--- config.mk ---
export PLATFORM = sky130hd
export DESIGN_NAME = tr_stream_arbiter_flat
export DESIGN_NICKNAME = d
export VERILOG_FILES = /design/src/rtl/tr_stream_arbiter_if.sv /design/src/rtl/tr_stream_arbiter.sv /design/src/flat_wrapper.sv
export SDC_FILE = /design/constraint.sdc
export NUM_CORES = 1
export LEC_CHECK = 0
export CAP_MARGIN = 20
export CORE_UTILIZATION = 22
export CTS_CLUSTER_SIZE = 28
export DETAILED_ROUTE_END_ITERATION = 12
export PLACE_DENSITY = 0.88
export SKIP_CTS_REPAIR_TIMING = 1
export SLEW_MARGIN = 40
export SYNTH_ARGS = -nofsm -noshare
export SYNTH_HDL_FRONTEND = slang
export SYNTH_SLANG_ARGS = --single-unit
--- constraint.sdc ---
create_clock -name clk -period 1.24 [get_ports clk]
set_input_delay 0.248 -clock clk [delete_from_list [all_inputs] [get_ports clk]]
set_output_delay 0.248 -clock clk [all_outputs]
set_load 0.1 [all_outputs]
--- src/rtl/tr_stream_arbiter_if.sv ---
// rtl/tr_stream_arbiter_if.sv - requester, output and status bundle for tr_stream_arbiter
// slave modport is the arbiter side; master is the environment driving it.
interface tr_stream_arbiter_if #(
    parameter int DW    = 32,
    parameter int CNT_W = 16
);
    logic             req0_valid;
    logic [DW-1:0]    req0_data;
    logic             req0_ready;
    logic             req1_valid;
    logic [DW-1:0]    req1_data;
    logic             req1_ready;
    logic             out_valid;
    logic [DW-1:0]    out_data;
    logic             out_ready;
    logic             out_last;
    logic             out_src;
    logic             out_bad;
    logic [CNT_W-1:0] bad_count;
    logic             busy;

    modport slave (
        input  req0_valid, req0_data, req1_valid, req1_data, out_ready,
        output req0_ready, req1_ready, out_valid, out_data, out_last,
               out_src, out_bad, bad_count, busy
    );

    modport master (
        output req0_valid, req0_data, req1_valid, req1_data, out_ready,
        input  req0_ready, req1_ready, out_valid, out_data, out_last,
               out_src, out_bad, bad_count, busy
    );
endinterface

--- src/rtl/tr_stream_arbiter.sv ---
// rtl/tr_stream_arbiter.sv - packet-locked two-requester round-robin arbiter
// Define TR_ARB_CRC_CHECK_EN to enable the XOR checksum check and bad-transaction counter.
module tr_stream_arbiter #(
    parameter int DW        = 32,
    parameter int PKT_WORDS = 4,
    parameter int CNT_W     = 16
) (
    input  logic                  clk,
    input  logic                  rst_n,
    tr_stream_arbiter_if.slave    bus
);
    localparam int             BW        = $clog2(PKT_WORDS + 2);
    localparam logic [BW-1:0]  LAST_BEAT = BW'(PKT_WORDS + 1);

    typedef enum logic {IDLE = 1'b0, GRANT = 1'b1} state_t;

    state_t         state;
    state_t         state_nxt;
    logic           grant;
    logic           last_grant;
    logic [BW-1:0]  beat;
    logic           any_req;
    logic           winner;
    logic           hs;
    logic           last_hs;

    assign any_req = bus.req0_valid | bus.req1_valid;
    // A tie goes to whoever did not win last; a lone requester always wins.
    assign winner  = (bus.req0_valid && bus.req1_valid) ? ~last_grant : bus.req1_valid;
    assign hs      = bus.out_valid && bus.out_ready;
    assign last_hs = hs && (beat == LAST_BEAT);

    always_ff @(posedge clk or negedge rst_n) begin
        if (!rst_n) begin
            state <= IDLE;
        end else begin
            state <= state_nxt;
        end
    end

    always_comb begin
        state_nxt = state;
        case (state)
            IDLE:    if (any_req) state_nxt = GRANT;
            GRANT:   if (last_hs) state_nxt = IDLE;
            default: state_nxt = IDLE;
        endcase
    end

    always_comb begin
        bus.busy       = 1'b0;
        bus.out_src    = 1'b0;
        bus.out_valid  = 1'b0;
        bus.out_data   = '0;
        bus.out_last   = 1'b0;
        bus.req0_ready = 1'b0;
        bus.req1_ready = 1'b0;
        if (state == GRANT) begin
            bus.busy       = 1'b1;
            bus.out_src    = grant;
            bus.out_valid  = grant ? bus.req1_valid : bus.req0_valid;
            bus.out_data   = grant ? bus.req1_data  : bus.req0_data;
            bus.out_last   = (beat == LAST_BEAT);
            bus.req0_ready = ~grant & bus.out_ready;
            bus.req1_ready =  grant & bus.out_ready;
        end
    end

    always_ff @(posedge clk or negedge rst_n) begin
        if (!rst_n) begin
            grant      <= 1'b0;
            last_grant <= 1'b1;
            beat       <= '0;
        end else if (state == IDLE) begin
            beat <= '0;
            if (any_req) begin
                grant <= winner;
            end
        end else if (hs) begin
            if (beat == LAST_BEAT) begin
                beat       <= '0;
                last_grant <= grant;
            end else begin
                beat <= beat + BW'(1);
            end
        end
    end

`ifdef TR_ARB_CRC_CHECK_EN
    logic [DW-1:0]    acc;
    logic [CNT_W-1:0] bad_cnt;
    logic             bad_now;

    assign bad_now       = bus.out_last && (bus.out_data != acc);
    assign bus.out_bad   = bad_now;
    assign bus.bad_count = bad_cnt;

    always_ff @(posedge clk or negedge rst_n) begin
        if (!rst_n) begin
            acc     <= '0;
            bad_cnt <= '0;
        end else if (state == IDLE) begin
            acc <= '0;
        end else if (hs) begin
            if (beat == LAST_BEAT) begin
                acc <= '0;
                if (bad_now && (bad_cnt != {CNT_W{1'b1}})) begin
                    bad_cnt <= bad_cnt + CNT_W'(1);
                end
            end else begin
                acc <= acc ^ bus.out_data;
            end
        end
    end
`else
    assign bus.out_bad   = 1'b0;
    assign bus.bad_count = '0;
`endif

endmodule

--- src/flat_wrapper.sv ---
// flat-port wrapper written by rule: the top's interface ports become plain ports
module tr_stream_arbiter_flat 
#(
    parameter int DW        = 32,
    parameter int PKT_WORDS = 4,
    parameter int CNT_W     = 16
)
  (clk, rst_n, bus_req0_valid, bus_req0_data, bus_req1_valid, bus_req1_data, bus_out_ready, bus_req0_ready, bus_req1_ready, bus_out_valid, bus_out_data, bus_out_last, bus_out_src, bus_out_bad, bus_bad_count, bus_busy);
  tr_stream_arbiter_if #(.DW(DW), .CNT_W(CNT_W)) bus_i ();
  input  logic clk;
  input  logic rst_n;
  input wire logic [$bits(bus_i.req0_valid)-1:0] bus_req0_valid;
  input wire logic [$bits(bus_i.req0_data)-1:0] bus_req0_data;
  input wire logic [$bits(bus_i.req1_valid)-1:0] bus_req1_valid;
  input wire logic [$bits(bus_i.req1_data)-1:0] bus_req1_data;
  input wire logic [$bits(bus_i.out_ready)-1:0] bus_out_ready;
  output wire logic [$bits(bus_i.req0_ready)-1:0] bus_req0_ready;
  output wire logic [$bits(bus_i.req1_ready)-1:0] bus_req1_ready;
  output wire logic [$bits(bus_i.out_valid)-1:0] bus_out_valid;
  output wire logic [$bits(bus_i.out_data)-1:0] bus_out_data;
  output wire logic [$bits(bus_i.out_last)-1:0] bus_out_last;
  output wire logic [$bits(bus_i.out_src)-1:0] bus_out_src;
  output wire logic [$bits(bus_i.out_bad)-1:0] bus_out_bad;
  output wire logic [$bits(bus_i.bad_count)-1:0] bus_bad_count;
  output wire logic [$bits(bus_i.busy)-1:0] bus_busy;
  assign bus_i.req0_valid = bus_req0_valid;
  assign bus_i.req0_data = bus_req0_data;
  assign bus_i.req1_valid = bus_req1_valid;
  assign bus_i.req1_data = bus_req1_data;
  assign bus_i.out_ready = bus_out_ready;
  assign bus_req0_ready = bus_i.req0_ready;
  assign bus_req1_ready = bus_i.req1_ready;
  assign bus_out_valid = bus_i.out_valid;
  assign bus_out_data = bus_i.out_data;
  assign bus_out_last = bus_i.out_last;
  assign bus_out_src = bus_i.out_src;
  assign bus_out_bad = bus_i.out_bad;
  assign bus_bad_count = bus_i.bad_count;
  assign bus_busy = bus_i.busy;
  tr_stream_arbiter #(.DW(DW), .PKT_WORDS(PKT_WORDS), .CNT_W(CNT_W)) u_core (.clk(clk), .rst_n(rst_n), .bus(bus_i));
endmodule
# Word-level counts from Yosys, hierarchy flattened
# Index checks and enable logic that the tools add are counted.
[word_totals]
regBits = 6
mem_bits_ro = 0
mem_bits_rw = 0
latchBits = 0
elab_cells = 34
in_bits = 69
mem_count = 0
[classes]
bitwise = 6
magnitude_cmp = 0
div = 0
reduce_logical = 5
shift = 0
mul = 0
add_sub_neg = 1
eq_ne = 2
n_mux = 16
[op_table]
columns = ["op", "n"]
rows = [
  ["32-bit 2-to-1 mux", 2],
  ["1-bit 2-to-1 mux", 10],
  ["3-bit 2-to-1 mux", 3],
  ["3-bit by 1-bit adder with 3-bit output (second input constant)", 1],
  ["3-bit == test (second input constant)", 1],
  ["1-bit logical AND", 3],
  ["1-bit NOT", 3],
  ["3-bit AND reduction", 1],
  ["1-bit AND", 2],
  ["2-bit inequality test (second input constant)", 1],
  ["1-bit one-hot mux with 2 select lines", 1],
  ["2-bit AND reduction", 1],
  ["1-bit bitwise OR", 1],
]

# Longest topological paths before layout
# Gate-level depths: netlist of run 1.
[depth]
ltp_word = 6
ltp_mapped = 4

# Least setup slack after synthesis of run 1
# OpenSTA, ideal clock, no wires.
[synth_timing]
path_kind = "register -> output"
from = "register u_core.state"
to = "output bus_req0_ready"
path_slack_ns = -2.431
path_stages_with_launch = 4
t_arrival_ns = 3.423
path_cell_list = "dfrtp_1 > inv_1 > clkbuf_1 > nor3_1"
[synth_between]
elab_chain_len = 1
[synth_rtl]
columns = ["item", "line", "rtl"]
rows = [
  ["start: declaration", "tr_stream_arbiter.sv:17", "state_t state;"],
  ["start signal: assignment", "tr_stream_arbiter.sv:37", "state <= state_nxt;"],
  ["1-bit 2-to-1 mux", "tr_stream_arbiter.sv:58", "if (state == GRANT) begin"],
  ["end: declaration", "flat_wrapper.sv:17", "output wire logic [$bits(bus_i.req0_ready)-1:0] bus_req0_ready;"],
]
# Every way passes these cells.

# Final worst setup path of run 1
[layout_timing]
from = "register u_core.grant"
to = "output bus_out_data[22]"
[layout_between]
elab_chain_len = 2
[layout_rtl]
columns = ["item", "line", "rtl"]
rows = [
  ["start: declaration", "tr_stream_arbiter.sv:19", "logic grant;"],
  ["start signal: assignment", "tr_stream_arbiter.sv:77", "grant <= winner;"],
  ["32-bit 2-to-1 mux", "tr_stream_arbiter.sv:62", "bus.out_data = grant ? bus.req1_data : bus.req0_data;"],
  ["32-bit 2-to-1 mux", "tr_stream_arbiter.sv:58", ""],
  ["end: declaration", "flat_wrapper.sv:20", "output wire logic [$bits(bus_i.out_data)-1:0] bus_out_data;"],
]
# Every way passes these cells.

==> impl_metrics.tcl, run 1 <==
set metrics [dict create \
    status "finished with violations" \
    failed_checks "negative setup slack" \
    p_per_area_nw_per_um2 2840 \
    clock_skew_ps 3.22 \
    grt_pass1_wl_um 5380 \
    crit_path_max_fanout 14 \
    ant_nets 0 \
    synth-seq-cells 6 \
    postSynthCellCount 120 \
    antenna_found_initial 0 \
    num-nets-final 309 \
    ctsRootBufferMaster "clkbuf_8" \
    drt-initial-drc-count 19 \
    tns_ps -17030 \
    stdcell_area_um2 2940 \
    cts_buffers 3 \
    yosysTopAreaCell "mux2i_1" \
    finalSetupViolCount 43 \
    die_y_um 66.3 \
    rows 23 \
    dp_hpwl_um 3220 \
    grt_max_degree 21 \
    yosysTopAreaCellShare_pct 36.3 \
    cts_sinks 6 \
    diodes 0 \
    startpoint_type "register" \
    grt_pass1_vias 1189 \
    yosys_warnings 0 \
    synth.area.top_cells "mux2i_1, buf_4, dfrtp_1" \
    hold_class "input port to asynchronous set/reset pin" \
    syn_to_final_growth_pct 224 \
    grt_usage_pct 16.1 \
    crit_arrival_ps 1470 \
    totalWireLength_um 4020 \
    drtPass1Iterations 4 \
    vdd_drop_max_uv 1570 \
    drc 0 \
    crit_required_ps 990 \
    initial_core_util_pct 22.9 \
    worstSkewPairLatency_ps 230 \
    crit_type "register to output port" \
    maxCapViolations 0 \
    reg2reg_depth 5 \
    dpl_cell_area_um2 2750 \
    end_kind "output port" \
    ioPinCount 124 \
    avgViaCountPerCell 4.43 \
    die_w_um 66.3 \
    fmax_mhz 580 \
    syn_avg_cell_area_um2 7.58 \
    core_um2 3970 \
    finalHoldViolCount 0 \
    post-route-period-util_pct 139 \
    drive_above_1_share_pct 49.0 \
    vias 1281 \
    syn-cell-area_um2 910 \
    yosysSeqAreaShare_pct 16.6 \
    htreeDepth 1 \
    globalplace.congestion 0.783 \
    p_leak_nw 1.19 \
    worst_slack_ps -483 \
    wire_per_inst_um 13.9 \
    ys_types 23 \
    cts_buffer_depth 2 \
    dieArea_um2 4400 \
    fin_crit_ps 1720 \
    rsz0062_at_grt "true" \
    numPortBuffers 106 \
    cts_tree "yes" \
    clk_pin_slew_ps 40 \
    overflow 0 \
    maxSlewViolCount 0 \
]
routing by layer:
metal / track usage [%] / part of all wire (%) / vias up
met2: 32.7 / 58 / 64
met1: 15.7 / 34 / 604
met5: 0 / 0 / -
met3: 4.48 / 8.0 / 2
met4: 3.19 / 0.42 / 0
li1: - / - / 611
cell usage after synthesis:
| cell type | count |
|---|---|
| mux2i_1 | 33 |
| nor2_1 | 33 |
| buf_4 | 17 |
| dfrtp_1 | 5 |
| buf_2 | 4 |
| clkbuf_1 | 4 |
| a21oi_1 | 3 |
| nand2_1 | 3 |
| o21ai_0 | 3 |
| inv_1 | 2 |
| a32o_1 | 1 |
| and2_1 | 1 |
| and3_1 | 1 |
| and4b_1 | 1 |
| conb_1 | 1 |
| dfstp_2 | 1 |
| mux2_1 | 1 |
| nand3b_1 | 1 |
| nor3_1 | 1 |
| o31a_1 | 1 |
| or3_1 | 1 |
| or4_1 | 1 |
| or4b_1 | 1 |
final cells by class:
type	count	area, um^2
Inverter	2	10.0
Clock buffer	4	45.0
Multi-Input combinational cell	103	990
Tap cell	50	62.6
Timing Repair Buffer	124	1680
Fill cell	270	1030
Sequential cell	6	156
final timing paths:
path / from / slack [ps] / end
worst max-delay path: u_core.grant / -480 / bus_out_data[22]
worst max register to register: u_core.grant / -380 / u_core.beat[1]
worst min-delay path: rst_n / 270 / u_core.beat[1]
max in group asynchronous: rst_n / 690 / u_core.last_grant
min in group clk: u_core.beat[0] / 590 / u_core.beat[0]
worst min register to register: u_core.beat[0] / 590 / u_core.beat[0]
cells in the final DEF, fill, tap and decap left out, drive strengths merged:
cell type | synthesis | routed
or3 | 1 | 1
and4b | 1 | 1
o31a | 1 | 1
and3 | 1 | 1
or4b | 1 | 1
nand3b | 1 | 1
buf | 21 | 56
a32o | 1 | 1
nor3 | 1 | 1
dfstp | 1 | 1
and2 | 1 | 1
o21ai | 3 | 3
inv | 2 | 2
nand2 | 3 | 3
conb | 1 | 17
clkdlybuf4s50 | 0 | 68
or4 | 1 | 1
mux2 | 1 | 1
mux2i | 33 | 33
dfrtp | 5 | 5
a21oi | 3 | 3
clkbuf | 4 | 4
nor2 | 33 | 33
where the power goes:
group,switching (mW),total [mW],internal [mW]
clock,0.102,0.325,0.223
combinational,4.68,7.65,2.97
sequential,0.0915,0.377,0.285
logic make-up after synthesis:
family / synth area share (%)
AOI/OAI and AO/OA: 5.36
muxes: 37.6
DFF: 16.6
buffers and inverters: 18.7
and+or+nand+nor: 21.3
other: 0.412
sequential cells by signal (all words and copies together) (netlist names):
name and cells:
u_core.beat 3, u_core.grant 1, u_core.last_grant 1, u_core.state 1
worst max-delay path: stages, from the launching register on:
cell and delay (ps):
dfrtp_2 450, buf_12 180, mux2i_2 160, buf_4 140, nor2_4 110, buf_12 180
per-stage QoR:
step	hold WS, ps	power, mW	utilization, %	std cells	worst slack, ps
floorplan	-47.6	5.21	-	136	-605
global route	292	8.57	74.1	289	-514
finish	268	8.35	74.1	289	-483
detailed placement	515	7.70	69.3	279	-409
CTS	273	8.03	70.4	283	-539
global placement	505	7.62	69.3	279	-365
Note: power is estimated with default switching activity, not from simulation.
==> run 2, diff against run 1 <==
Settings changed: CORE_ASPECT_RATIO from default to 1.5.
==> impl_metrics.tcl, run 2 (synthesis results as in run 1) <==
set metrics [dict create \
    dp_hpwl_um 3480 \
    dieArea_um2 4400 \
    rsz0062_at_grt "true" \
    clk_pin_slew_ps 40 \
    syn_to_final_growth_pct 244 \
    combPwrFrac_pct 92.3 \
    ctsRootBufferMaster "clkbuf_8" \
    layout_common_cells "clkdlybuf4s50_1, buf_12, nor2_4" \
    tns_ps -16570 \
    largest_register "u_core.beat" \
    fin_crit_ps 1730 \
    htreeDepth 1 \
    die_y_um 80.8 \
    p_per_area_nw_per_um2 2850 \
    overflow 0 \
    antenna_found_initial 0 \
    p_int_mw 3.76 \
    grt_pass1_vias 1273 \
    cts_sinks 6 \
    final_common_cell "clkdlybuf4s50_1" \
    max_stage_delay_ps 410 \
    largest_register_ffs 3 \
    startpoint_type "register" \
    cpLargestDelayFamily "buffers and inverters" \
    avgViaCountPerCell 4.88 \
    drive_above_1_share_pct 57.3 \
    worst_slack_ps -493 \
    drt-initial-drc-count 17 \
    dp.cells 275 \
    vdd_drop_max_uv 2210 \
    status "finished with violations" \
    cp_slowest_cell "dfrtp_2" \
    drc 0 \
    cts_tree "yes" \
    grt_usage_pct 18.4 \
    die_w_um 54.5 \
    fmax_mhz 577 \
    crit_chain "buf_12, clkbuf_16, mux2i_4, nor2_4, buf_12" \
    finalSetupViolCount 43 \
    wire_per_inst_um 19.0 \
    totalWireLength_um 5390 \
    crit_top_cell "buf_12" \
    maxCapViolations 0 \
    vias 1385 \
    core_um2 3960 \
    num-nets-final 309 \
    drtPass1Iterations 4 \
    failed_checks "negative setup slack" \
    p_total_mw 8.90 \
    clock_skew_ps 2.16 \
    seq_power_share_pct 4.2 \
    p_switching_mw 5.14 \
    globalplace.congestion 0.793 \
    grt_max_degree 24 \
    ant_nets 0 \
    p_clk_share_pct 3.5 \
    worstSkewPairLatency_ps 220 \
    critPathBufInv 3 \
    crit_required_ps 990 \
    cts_buffers 3 \
    post-route-period-util_pct 140 \
    rows 28 \
    finalHoldViolCount 0 \
    ioPinCount 124 \
    hold_class "input port to asynchronous set/reset pin" \
    diodes 0 \
    crit_path_max_fanout 6 \
    crit_arrival_ps 1490 \
    cts_buffer_depth 2 \
    final_core_util_pct 79.0 \
    crit_type "register to output port" \
    end_kind "output port" \
    initial_core_util_pct 23.0 \
    switching_share_pct 57.8 \
    maxSlewViolCount 0 \
    numPortBuffers 106 \
    final_cell_count_no_fill 284 \
    grt_pass1_wl_um 5800 \
    p_leak_nw 1.23 \
]
[run 2: cell types whose count changed in the layout (fill, tap and decap cells not counted), sizes merged]
cell           before  now
buf                56   54
clkbuf              4    6
clkdlybuf4s50      68   67
dlymetal6s2s        0    1
[run 2: per-stage QoR]
stage | cell area, um^2 | hold slack (ps) | setup WS (ps)
final | 3130 | 276 | -493
after global routing | 3130 | 295 | -521
after CTS | 2810 | 273 | -533
after detailed placement | 2770 | 511 | -439
after global placement | 2770 | 507 | -385
after floorplan | 1290 | -47.6 | -605
[run 2: worst reg2reg max path, stage by stage (launching register included)]
cell,delay (ps)
dfrtp_2,410
buf_12,150
mux2i_4,230
or4b_1,520
a21oi_1,180
[run 2: layer usage]
layer,vias to the layer above,GRT usage (%),wire [um],share of wire [%]
met5,-,0,0,0
met4,0,5.90,103,1.9
met3,8,5.62,468,8.7
met2,103,37.9,3150,58
met1,664,14.9,1670,31
li1,610,-,-,-
[run 2: layout make-up]
cell class | count | area (um^2)
Clock buffer | 4 | 45.0
Timing Repair Buffer | 124 | 1730
Tap cell | 45 | 56.3
Sequential cell | 6 | 156
Multi-Input combinational cell | 103 | 1130
Inverter | 2 | 15.0
Fill cell | 223 | 832
[run 2: final timing paths]
path                            depth (start not counted)  slack [ps]               from           endpoint
max in group asynchronous                               1         680              rst_n  u_core.last_grant
min in group clk                                        3         560      bus_out_ready  u_core.last_grant
worst max-delay path                                    5        -490       u_core.grant   bus_out_data[25]
worst max register to register                          4        -320       u_core.grant     u_core.beat[2]
worst min-delay path                                    1         280              rst_n     u_core.beat[0]
worst min register to register                          2         620  u_core.last_grant       u_core.grant
[run 2: power groups by stage]
stage	clock network [mW]	registers [mW]	logic, mW
after CTS	0.315	0.378	7.32
after floorplan	0	0.349	4.86
final	0.315	0.371	8.22
after global routing	0.334	0.373	8.42
after global placement	0	0.373	7.22
after detailed placement	0	0.378	7.31
==> run 3, diff against run 2 <==
Settings changed: CORE_MARGIN from default to 4.
==> impl_metrics.tcl, run 3 (synthesis results as in run 1) <==
set metrics [dict create \
    fin_crit_ps 1730 \
    syn_to_final_growth_pct 241 \
    totalWireLength_um 5410 \
    maxSlewViolCount 0 \
    die_y_um 86.8 \
    antenna_found_initial 0 \
    ctsRootBufferMaster "clkbuf_8" \
    hold_class "input port to asynchronous set/reset pin" \
    r2r_end "u_core.beat[2]" \
    grt_pass1_wl_um 6000 \
    dp_slack_ps -404 \
    end_kind "output port" \
    largest_register_ffs 3 \
    finalHoldViolCount 0 \
    rows 28 \
    crit_arrival_ps 1480 \
    tns_ps -16190 \
    grt_usage_pct 15.0 \
    combPwrFrac_pct 92.3 \
    globalplace.congestion 0.775 \
    fmax_mhz 580 \
    status "finished with violations" \
    cts_buffers 3 \
    maxCapViolations 0 \
    htreeDepth 1 \
    r2r_slack_ps -300 \
    r2r_start "u_core.grant" \
    diodes 0 \
    clk_pin_slew_ps 40 \
    worstSkewPairLatency_ps 220 \
    p_int_mw 3.75 \
    clock_skew_ps 5.69 \
    vdd_drop_max_uv 2340 \
    drive_above_1_share_pct 57.5 \
    num-nets-final 310 \
    grt_pass1_vias 1318 \
    p_per_area_nw_per_um2 2860 \
    switching_share_pct 57.8 \
    core_um2 3960 \
    worst_slack_ps -485 \
    avgViaCountPerCell 4.80 \
    initial_core_util_pct 23.0 \
    dp_hpwl_um 3760 \
    overflow 0 \
    die_w_um 60.5 \
    max_stage_delay_ps 370 \
    crit_top_cell "buf_12" \
    drt-initial-drc-count 27 \
    seq_power_share_pct 4.1 \
    grt_max_degree 21 \
    failed_checks "negative setup slack" \
    ioPinCount 124 \
    critPathBufInv 3 \
    dieArea_um2 5250 \
    finalSetupViolCount 43 \
    largest_register "u_core.beat" \
    cp_slowest_cell "dfrtp_2" \
    cpLargestDelayFamily "buffers and inverters" \
    cts_tree "yes" \
    post-route-period-util_pct 139 \
    rsz0062_at_grt "true" \
    crit_required_ps 990 \
    crit_path_max_fanout 10 \
    startpoint_type "register" \
    drc 0 \
    p_leak_nw 1.23 \
    final_common_cell "clkdlybuf4s50_1" \
    reg2reg_depth 4 \
    final_core_util_pct 78.4 \
    final_cell_count_no_fill 285 \
    p_clk_share_pct 3.5 \
    p_total_mw 8.90 \
    crit_type "register to output port" \
    wire_per_inst_um 19.0 \
    vias 1367 \
    crit_chain "buf_12, buf_12, mux2i_2, nor2_4, buf_12" \
    dp.cells 275 \
    cts_sinks 6 \
    numPortBuffers 106 \
    layout_common_cells "clkdlybuf4s50_1, buf_12, nor2_4" \
    p_switching_mw 5.15 \
    drtPass1Iterations 4 \
    cts_buffer_depth 2 \
    ant_nets 0 \
]
run 3: changes by cell type in the layout (fill, tap and decap cells not counted), moves of 2 or more:
cell,before,now
buf_4,5,10
mux2i_4,8,10
buf_12,46,43
mux2i_2,25,23
run 3: how the worst max path moves through the flow:
stage	from	endpoint	cells past startpoint
finish	u_core.grant	bus_out_data[29]	5
global route	u_core.grant	bus_out_data[29]	5
CTS	u_core.grant	bus_out_data[21]	4
detailed placement	bus_req0_valid	u_core.beat[0]	5
global placement	bus_req0_valid	u_core.beat[2]	4
floorplan	u_core.state	bus_req0_ready	3
run 3: final cells by class:
cell class,count,area [um^2]
timing repair buffer,125,1690
multi-input combinational,103,1140
fill,212,853
sequential,6,156
tap,45,56.3
clock buffer,4,45.0
inverter,2,12.5
run 3: power by group through the flow:
stage / Combinational (mW) / Clock, mW / Sequential (mW)
2_1_floorplan: 4.86 / 0 / 0.349
3_3_place_gp: 7.23 / 0 / 0.381
3_5_place_dp: 7.32 / 0 / 0.388
4_1_cts: 7.33 / 0.320 / 0.386
5_1_grt: 8.42 / 0.331 / 0.372
6_report: 8.21 / 0.313 / 0.368
run 3: worst register-to-register path, stage by stage (launching register included):
cell and delay, ps:
dfrtp_2 410, buf_12 150, mux2i_2 210, or4b_4 550
a21oi_2 160
run 3: stage by stage:
step           hold WS, ps  cell area [um^2]
2_1_floorplan        -47.6              1290
3_3_place_gp           506              2720
3_5_place_dp           515              2720
4_1_cts                279              2760
5_1_grt                284              3110
6_report               278              3110
run 3: per-layer routing:
layer  GRT usage [%]  share of wire [%]
met5               0                  0
met2            32.0                 62
met4            3.75               0.76
met3            4.32                9.5
met1            12.4                 28
